==> src/rtl/mux4x1_rr_arbiter_pkg.sv <==
// Shared types and defaults for the 4-lane round-robin datapath arbiter.
// State encodings and a one-hot to index helper.
package mux4x1_rr_arbiter_pkg;

  localparam int DATA_W_DEF    = 8;
  localparam int MAX_BURST_DEF = 4;
  localparam int CNT_W_DEF     = 4;

  typedef enum logic {
    ARB_IDLE  = 1'b0,
    ARB_SERVE = 1'b1
  } arb_state_t;

  function automatic logic [1:0] enc4(
    input logic [3:0] oh
  );
    logic [1:0] r;
    r = 2'd0;
    unique case (1'b1)
      oh[1]:   r = 2'd1;
      oh[2]:   r = 2'd2;
      oh[3]:   r = 2'd3;
      default: r = 2'd0;
    endcase
    return r;
  endfunction

endpackage

==> src/rtl/mux4x1_rr_arbiter_if.sv <==
// Lane-side and downstream-side signals of the arbiter.
// master = arbiter, slave = sources plus downstream.
interface mux4x1_rr_arbiter_if
  import mux4x1_rr_arbiter_pkg::*;
#(
  parameter int DATA_W = DATA_W_DEF
);

  logic [DATA_W-1:0] in0;
  logic [DATA_W-1:0] in1;
  logic [DATA_W-1:0] in2;
  logic [DATA_W-1:0] in3;
  logic [3:0]        valid;
  logic              ready;
  logic [3:0]        pop;
  logic [3:0]        grant;
  logic [DATA_W-1:0] out;
  logic              valid_out;
  logic              busy;

  modport master (
    input  in0, in1, in2, in3,
    input  valid, ready,
    output pop, grant, out,
    output valid_out, busy
  );

  modport slave (
    output in0, in1, in2, in3,
    output valid, ready,
    input  pop, grant, out,
    input  valid_out, busy
  );

endinterface

==> src/rtl/mux4x1_rr_arbiter_rr_pick4.sv <==
// Combinational round-robin pick of one of four requesters.
// The lane after 'last' has highest priority.
module rr_pick4 (
  input  logic [3:0] req,
  input  logic [1:0] last,
  output logic [3:0] gnt_onehot,
  output logic       any
);

  logic [1:0] base;
  logic [1:0] k;
  logic [3:0] rot;
  logic [1:0] idx;
  logic [1:0] pos;

  always_comb begin
    base = last + 2'd1;
    rot  = '0;
    k    = '0;
    for (int i = 0; i < 4; i++) begin
      k      = 2'(i) + base;
      rot[i] = req[k];
    end

    if (rot[0])      idx = 2'd0;
    else if (rot[1]) idx = 2'd1;
    else if (rot[2]) idx = 2'd2;
    else             idx = 2'd3;

    any        = |req;
    pos        = idx + base;
    gnt_onehot = '0;
    gnt_onehot[pos] = any;
  end

endmodule

==> src/rtl/mux4x1_rr_arbiter.sv <==
// Round-robin burst scheduler sharing one datapath among four lanes.
// Two-state FSM, burst counter, last-served pointer, registered output.
module mux4x1_rr_arbiter
  import mux4x1_rr_arbiter_pkg::*;
#(
  parameter int DATA_W    = DATA_W_DEF,
  parameter int MAX_BURST = MAX_BURST_DEF,
  parameter int CNT_W     = CNT_W_DEF
) (
  input  logic                 clk,
  input  logic                 reset,
  mux4x1_rr_arbiter_if.master  bus
);

  arb_state_t        state_q, state_d;
  logic [3:0]        grant_q, grant_d;
  logic [CNT_W-1:0]  cnt_q, cnt_d;
  logic [1:0]        last_q, last_d;
  logic [DATA_W-1:0] out_q, out_d;
  logic              vout_q, vout_d;

  logic [3:0]        pick;
  logic              any;
  logic [3:0]        pop;
  logic              popped;
  logic              drained;
  logic              burst_end;
  logic [DATA_W-1:0] sel;

  rr_pick4 u_pick (
    .req        (bus.valid),
    .last       (last_q),
    .gnt_onehot (pick),
    .any        (any)
  );

  assign pop = (state_q == ARB_SERVE)
             ? (grant_q & bus.valid & {4{bus.ready}})
             : 4'b0000;

  assign popped    = |pop;
  assign drained   = ~|(grant_q & bus.valid);
  assign burst_end = (cnt_q == CNT_W'(MAX_BURST - 1));

  always_comb begin
    sel = '0;
    unique case (1'b1)
      grant_q[0]: sel = bus.in0;
      grant_q[1]: sel = bus.in1;
      grant_q[2]: sel = bus.in2;
      grant_q[3]: sel = bus.in3;
      default:    sel = '0;
    endcase
  end

  always_comb begin
    state_d = state_q;
    grant_d = grant_q;
    cnt_d   = cnt_q;
    last_d  = last_q;
    out_d   = out_q;
    vout_d  = 1'b0;

    unique case (state_q)
      ARB_IDLE: begin
        if (any) begin
          grant_d = pick;
          cnt_d   = '0;
          state_d = ARB_SERVE;
        end
      end
      ARB_SERVE: begin
        if (popped) begin
          out_d  = sel;
          vout_d = 1'b1;
          cnt_d  = cnt_q + 1'b1;
        end
        // a drained lane is released even when ready is high
        if (drained || (popped && burst_end)) begin
          state_d = ARB_IDLE;
          grant_d = '0;
          cnt_d   = '0;
          last_d  = enc4(grant_q);
        end
      end
      default: begin
        state_d = ARB_IDLE;
        grant_d = '0;
      end
    endcase
  end

  always_ff @(posedge clk or negedge reset) begin
    if (!reset) begin
      state_q <= ARB_IDLE;
      grant_q <= '0;
      cnt_q   <= '0;
      last_q  <= 2'd3;
      out_q   <= '0;
      vout_q  <= 1'b0;
    end else begin
      state_q <= state_d;
      grant_q <= grant_d;
      cnt_q   <= cnt_d;
      last_q  <= last_d;
      out_q   <= out_d;
      vout_q  <= vout_d;
    end
  end

  assign bus.pop       = pop;
  assign bus.grant     = grant_q;
  assign bus.out       = out_q;
  assign bus.valid_out = vout_q;
  assign bus.busy      = (state_q == ARB_SERVE);

endmodule
==> src/flat_wrapper.sv <==
// flat-port wrapper written by rule: the top's interface ports become plain ports
module mux4x1_rr_arbiter_flat import mux4x1_rr_arbiter_pkg::*;
#(
  parameter int DATA_W    = DATA_W_DEF,
  parameter int MAX_BURST = MAX_BURST_DEF,
  parameter int CNT_W     = CNT_W_DEF
)
  (clk, reset, bus_in0, bus_in1, bus_in2, bus_in3, bus_valid, bus_ready, bus_pop, bus_grant, bus_out, bus_valid_out, bus_busy);
  mux4x1_rr_arbiter_if #(.DATA_W(DATA_W)) bus_i ();
  input  logic clk;
  input  logic reset;
  input wire logic [$bits(bus_i.in0)-1:0] bus_in0;
  input wire logic [$bits(bus_i.in1)-1:0] bus_in1;
  input wire logic [$bits(bus_i.in2)-1:0] bus_in2;
  input wire logic [$bits(bus_i.in3)-1:0] bus_in3;
  input wire logic [$bits(bus_i.valid)-1:0] bus_valid;
  input wire logic [$bits(bus_i.ready)-1:0] bus_ready;
  output wire logic [$bits(bus_i.pop)-1:0] bus_pop;
  output wire logic [$bits(bus_i.grant)-1:0] bus_grant;
  output wire logic [$bits(bus_i.out)-1:0] bus_out;
  output wire logic [$bits(bus_i.valid_out)-1:0] bus_valid_out;
  output wire logic [$bits(bus_i.busy)-1:0] bus_busy;
  assign bus_i.in0 = bus_in0;
  assign bus_i.in1 = bus_in1;
  assign bus_i.in2 = bus_in2;
  assign bus_i.in3 = bus_in3;
  assign bus_i.valid = bus_valid;
  assign bus_i.ready = bus_ready;
  assign bus_pop = bus_i.pop;
  assign bus_grant = bus_i.grant;
  assign bus_out = bus_i.out;
  assign bus_valid_out = bus_i.valid_out;
  assign bus_busy = bus_i.busy;
  mux4x1_rr_arbiter #(.DATA_W(DATA_W), .MAX_BURST(MAX_BURST), .CNT_W(CNT_W)) u_core (.clk(clk), .reset(reset), .bus(bus_i));
endmodule
==> config.mk <==
export PLATFORM = sky130hd
export DESIGN_NAME = mux4x1_rr_arbiter_flat
export DESIGN_NICKNAME = d
export VERILOG_FILES = /design/src/rtl/mux4x1_rr_arbiter_pkg.sv /design/src/rtl/mux4x1_rr_arbiter_if.sv /design/src/rtl/mux4x1_rr_arbiter_rr_pick4.sv /design/src/rtl/mux4x1_rr_arbiter.sv /design/src/flat_wrapper.sv
export SDC_FILE = /design/constraint.sdc
export NUM_CORES = 1
export LEC_CHECK = 0
export BUFFER_PORTS_ARGS = -buffer_cell sky130_fd_sc_hd__buf_2
export CAP_MARGIN = 25
export CORE_UTILIZATION = 30
export CTS_BUF_LIST = sky130_fd_sc_hd__clkbuf_16
export DETAILED_ROUTE_END_ITERATION = 12
export GPL_TIMING_DRIVEN = 0
export HOLD_SLACK_MARGIN = 0.12
export SLEW_MARGIN = 0
export SYNTH_ARGS = -nofsm -noshare
export SYNTH_HDL_FRONTEND = slang
export SYNTH_SLANG_ARGS = --single-unit
==> constraint.sdc <==
create_clock -name clk -period 2.8 [get_ports clk]
set_input_delay 0.28 -clock clk [delete_from_list [all_inputs] [get_ports clk]]
set_output_delay 0.28 -clock clk [all_outputs]
set_load 0.02 [all_outputs]
==> flow_summary.yaml, run 1 <==
sta:
  final.min_clock_period_ns: 2.18
  tns_ns: 0
  rsz0062_at_grt: "no"
  max_clock_freq_mhz: 458
  hold_violations: 0
  worst_pin_slew_ns: 0.523
  period_share: 0.779
  relSlewSlack: 0.651
  report.final.slew_viol_count: 0
  setup_viol: 0
  setup_slack_ns: 0.619
  clock_skew_ns: 0.00260
worst_setup_path:
  cp-startpoint: "u_core.last_q[1]"
  worstPathMaxFanout: 9
  cp_cell_sequence: "buf_2 > nand2b_1 > nor2_1 > o21ai_0 > o21ai_0 > ha_1 > nor4b_1 > o21ai_0 > nand3_1"
  critPathSlowestCell: "dfstp_2"
  crit_type: "flop to flop"
  cp_common_cell: "o21ai_0"
  r2r_setup_slack_ns: 0.62
  worstReg2RegEnd: "u_core.bus.grant[3]"
  reg2reg_from: "u_core.last_q[1]"
  critPathMaxStageDelay_ns: 0.52
  start_kind: "flop"
  cp_data_arrival_time_ns: 2.37
  cp_data_required_time_ns: 2.99
  end_kind: "flop"
  ff2ff_path_depth: 9
global_routing:
  gr-total-overflow: 0
  grt_pass1_wl_um: 5460
  grt_antenna_before_repair: 0
  grt_max_degree: 21
  grt_pass1_vias: 1195
  grt_usage: 0.164
place:
  place_congestion: 0.834
  portBuffers: 56
  place_ws_ns: 0.685
  hpwl_um: 2560
  dpl.cell_count: 251
cells_and_area:
  fillers: 422
  area_delta_synth_final_pct: 36.7
  antenna_cells: 0
  final_common_cell: "buf_2"
  drive_above_1_share: 0.354
  finish.utilization: 0.427
  final_cell_mix: "buf_2, dfrtp_1, nor2_1"
  final_nets: 248
  instances_no_fill: 256
routing:
  firstDrtPassIters: 4
  drc: 0
  vias: 1304
  first_iter_violations: 44
  ant_nets: 0
  routed_wirelength_um: 3340
  wire_per_inst_um: 13.1
  drt-vias-per-instance: 5.09
floorplanning:
  die_area_sq_um: 4420
  initial_core_util: 0.312
  dieHeight_um: 66.5
  coreArea_sq_um: 4000
  die_w_um: 66.5
  core.rowCount: 23
  io_pins: 57
clock_network:
  cts_hold_buffers: 1
  cts_tree: "yes"
  cts.reportedPaths.clkPinSlew_ns: 0.06
  clock_path_buffers: 2
  cts_resized: 0
  clk_latency_ns: 0.25
  cts_htree_levels: 1
  cts_root_buffer: "clkbuf_16"
  clkSinkCount: 20
  post_cts_buffers: 0
  cts_made_buffers: 3
synthesis:
  synthFlopType: "dfrtp_1"
  syn-cell-area_sq_um: 1250
  synthesis.nets: 186
  synth.distinct_cells: 34
  synth_top_cell_by_area: "dfrtp_1"
  synth_top_area_frac: 0.361
  synthCells: 145
  yosys_warnings: 0
  synth_edf_count: 0
  ys_seq_area_frac: 0.403
  synth.avg_cell_area_sq_um: 8.61
  synth_area_leaders: "dfrtp_1, a22oi_1, nand3_1"
  ys_ff_latch: 20
  async_flop_share: 1.00
power_and_ir_drop:
  ir_drop_mv: 0.408
  power_leakage_nw: 0.775
  p_per_area_nw_per_um2: 994
hold_path:
  hold_end: "u_core.bus.out[0]"
  min_path_type: "input pin to flop"
  whs_path_depth: 3
  min_from: "bus_in2[0]"
outcome:
  status: "finished, final reports clean"
flow_run:
  drv_cap: 0
==> per-stage QoR <==
step / power [mW] / hold WS [ns] / area (sq um)
final: 1.70 / 0.347 / 1710
after global routing: 1.84 / 0.353 / 1710
after CTS: 1.71 / 0.346 / 1710
after detailed placement: 1.31 / 0.259 / 1590
after global placement: 1.31 / 0.254 / 1590
after floorplan: 1.07 / -0.0156 / 1250
==> sequential cells by signal, summed over array words and instances, names as in the netlist <==
signal,count
u_core.last_q,2
u_core.bus.valid_out,1
u_core.bus.busy,1
u_core.bus.out,8
u_core.cnt_q,4
u_core.bus.grant,4
==> cells in the mapped netlist (2+ instances only) <==
library cell  number
a22oi_1           16
nor2_1            17
dfrtp_1           18
buf_2              4
nor4b_1            2
or3_1              2
inv_1              3
o21ai_0           10
a21oi_1            6
a21oi_2            2
nand4_1            5
ha_1               2
nand2b_1           2
nand2_1           10
dfstp_2            2
a31oi_1            8
clkbuf_1           5
nand3_1           13
a22oi_2            2
mux2i_1            2
==> metal layers <==
| layer | track usage | wire length (um) |
|---|---|---|
| met2 | 0.273 | 1520 |
| met1 | 0.208 | 1550 |
| met4 | 0.0798 | 65 |
| met3 | 0.0223 | 204 |
| met5 | 0 | 0 |
==> how the worst max path moves through the flow <==
stage	cells past startpoint	slack, ns	to
2_1_floorplan	9	0.86	u_core.bus.grant[0]
3_3_place_gp	9	0.68	u_core.bus.grant[3]
3_5_place_dp	9	0.69	u_core.bus.grant[0]
4_1_cts	9	0.65	u_core.bus.grant[3]
5_1_grt	9	0.39	u_core.bus.grant[3]
6_report	9	0.62	u_core.bus.grant[3]
==> where the power goes <==
part,internal (mW),switching (mW),total [mW]
Clock,0.283,0.106,0.389
Sequential,0.406,0.0726,0.479
Combinational,0.319,0.509,0.829
==> layout make-up <==
type                    instances  area, sq um  share of cell area
multi-input cells             113          696               0.408
flip-flops and latches         20          503               0.295
repair buffers                 57          290               0.170
clock buffers                   3         75.1              0.0440
well taps                      50         62.6              0.0367
plain buffers                   9         38.8              0.0227
clock inverters                 1         30.0              0.0176
inverters                       3         11.3             0.00660
==> logic make-up (layout without fill, tap and decap cells) <==
group / Yosys count / in the layout / synth area share
mux: 2 / 2 / 0.0160
fa+ha+maj: 2 / 2 / 0.0200
xor+xnor: 2 / 2 / 0.0140
buf+inv: 12 / 73 / 0.0401
compound gates: 48 / 48 / 0.264
flops: 20 / 20 / 0.403
simple gates: 59 / 59 / 0.244
==> worst max-delay path: cells and delay by family, from the launching register on <==
family	cells	cell delay, ns
AND/OR/NAND/NOR	4	0.67
flip-flops	1	0.52
AO/OA/AOI/OAI	3	0.42
buffers and inverters	1	0.18
adder cells (fa/ha/maj)	1	0.33
Note: power is estimated with default switching activity, not from simulation.
==> inputs of run 2 (changes only) <==
clock period = 1.9 ns   (was 2.8 ns; I/O delays follow)
==> run 2 against run 1 <==
Net effect: critical path depth shrank 1; worst setup slack worse by 0.61 ns; wire length rose by 8.8%; sequential power up 51%; sequential cell count stayed put; design area is 8.2% higher.
==> flow_summary.yaml, run 2 (synthesized netlist as in run 1, its figures left out) <==
clock_network:
  clock_path_buffers: 2
  cts.reportedPaths.clkPinSlew_ns: 0.06
  cts_made_buffers: 3
  cts_root_buffer: "clkbuf_16"
  cts_htree_levels: 1
  clkSinkCount: 20
  clk_latency_ns: 0.25
  cts_tree: "yes"
place:
  hpwl_um: 2520
  post_dp_cell_area_sq_um: 1600
  portBuffers: 56
  place_ws_ns: -0.221
  place_congestion: 0.758
sta:
  hold_violations: 0
  setup_viol: 0
  final.min_clock_period_ns: 1.89
  worst_pin_slew_ns: 1.13
  report.final.slew_viol_count: 0
  setup_slack_ns: 0.00778
  relSlewSlack: 0.237
  period_share: 0.996
  rsz0062_at_grt: "yes"
  hold_slack_ns: 0.259
  max_clock_freq_mhz: 528
  clock_skew_ns: 0.00607
  tns_ns: 0
routing:
  drt-vias-per-instance: 5.40
  firstDrtPassIters: 5
  first_iter_violations: 56
  wire_per_inst_um: 14.0
  vias: 1399
  drc: 0
  routed_wirelength_um: 3640
  ant_nets: 0
cells_and_area:
  final_cell_mix: "buf_2, dfrtp_1, nor2_1, a22oi_1, nand3_1"
  final_area_sq_um: 1850
  area_delta_synth_final_pct: 47.9
  final_common_cell: "buf_2"
  drive_above_1_share: 0.421
  antenna_cells: 0
  largest_reg_flops: 8
  final_nets: 251
flow_run:
  drv_cap: 0
hold_path:
  min_path_type: "input pin to flop"
floorplanning:
  core.rowCount: 23
  initial_core_util: 0.312
  die_w_um: 66.5
  io_pins: 57
  die_area_sq_um: 4420
  coreArea_sq_um: 4000
  dieHeight_um: 66.5
power_and_ir_drop:
  power_leakage_nw: 0.821
  ir_drop_mv: 0.610
  p_per_area_nw_per_um2: 1520
  total_power_mw: 2.82
global_routing:
  grt_pass1_vias: 1201
  grt_antenna_before_repair: 0
  grt_usage: 0.165
  grt_pass1_wl_um: 5410
  gr-total-overflow: 0
  grt_max_degree: 21
worst_setup_path:
  cp_data_arrival_time_ns: 2.08
  end_kind: "flop"
  worstPathMaxFanout: 7
  crit_type: "flop to flop"
  start_kind: "flop"
  cp_data_required_time_ns: 2.08
outcome:
  status: "finished, final reports clean"
==> run 2: what timing repair did <==
action	4_1_cts	5_1_grt
pin swaps	4	11
setup buffers	2	2
endpoints found under the setup margin	4	6
gates resized for setup	8	17
hold buffers	1	0
hold endpoints to repair	18	0
==> run 2: critical path, cell delays in order, from the launching register on <==
cell      delay [ns]
dfstp_2         0.60
nand2b_4        0.16
nor2_2          0.03
o21ai_1         0.15
o21ai_2         0.09
ha_4            0.32
nor4b_4         0.23
nand3_1         0.13
nand3_1         0.10
==> run 2: final timing paths <==
| path | slack, ns | endpoint | startpoint | cells after the start |
|---|---|---|---|---|
| max in group asynchronous | 1.14 | u_core.last_q[1] | reset | 2 |
| min in group asynchronous | 0.43 | u_core.bus.out[4] | reset | 2 |
| worst max-delay path | 0.008 | u_core.bus.grant[1] | u_core.last_q[1] | 8 |
| worst max register to register | 0.008 | u_core.bus.grant[1] | u_core.last_q[1] | 8 |
| worst min-delay path | 0.26 | u_core.bus.out[0] | bus_in0[0] | 3 |
| worst min register to register | 0.53 | u_core.cnt_q[0] | u_core.cnt_q[0] | 1 |
==> run 2: final cells by class <==
class / count / area, sq um
fillers: 401 / 2150
clock buffers: 3 / 75.1
flip-flops and latches: 20 / 503
inverters: 3 / 11.3
clock inverters: 1 / 30.0
multi-input cells: 113 / 805
repair buffers: 61 / 324
well taps: 50 / 62.6
plain buffers: 8 / 36.3
==> run 2: through the flow <==
| stage | util | instances |
|---|---|---|
| after floorplan | - | 145 |
| after global placement | 0.399 | 251 |
| after detailed placement | 0.399 | 251 |
| after CTS | 0.438 | 257 |
| after global routing | 0.462 | 259 |
| final | 0.462 | 259 |
==> run 2: layer usage <==
| metal | GRT usage | part of all wire |
|---|---|---|
| met2 | 0.264 | 0.48 |
| met5 | 0 | 0 |
| met4 | 0.0878 | 0.028 |
| met3 | 0.0188 | 0.061 |
| met1 | 0.216 | 0.43 |
==> run 2: power by group <==
part | switching (mW) | internal (mW) | leakage, nW
logic | 0.885 | 0.636 | 0.523
clock network | 0.151 | 0.417 | 0.0511
registers | 0.125 | 0.600 | 0.247
total | 1.16 | 1.65 | 0.821
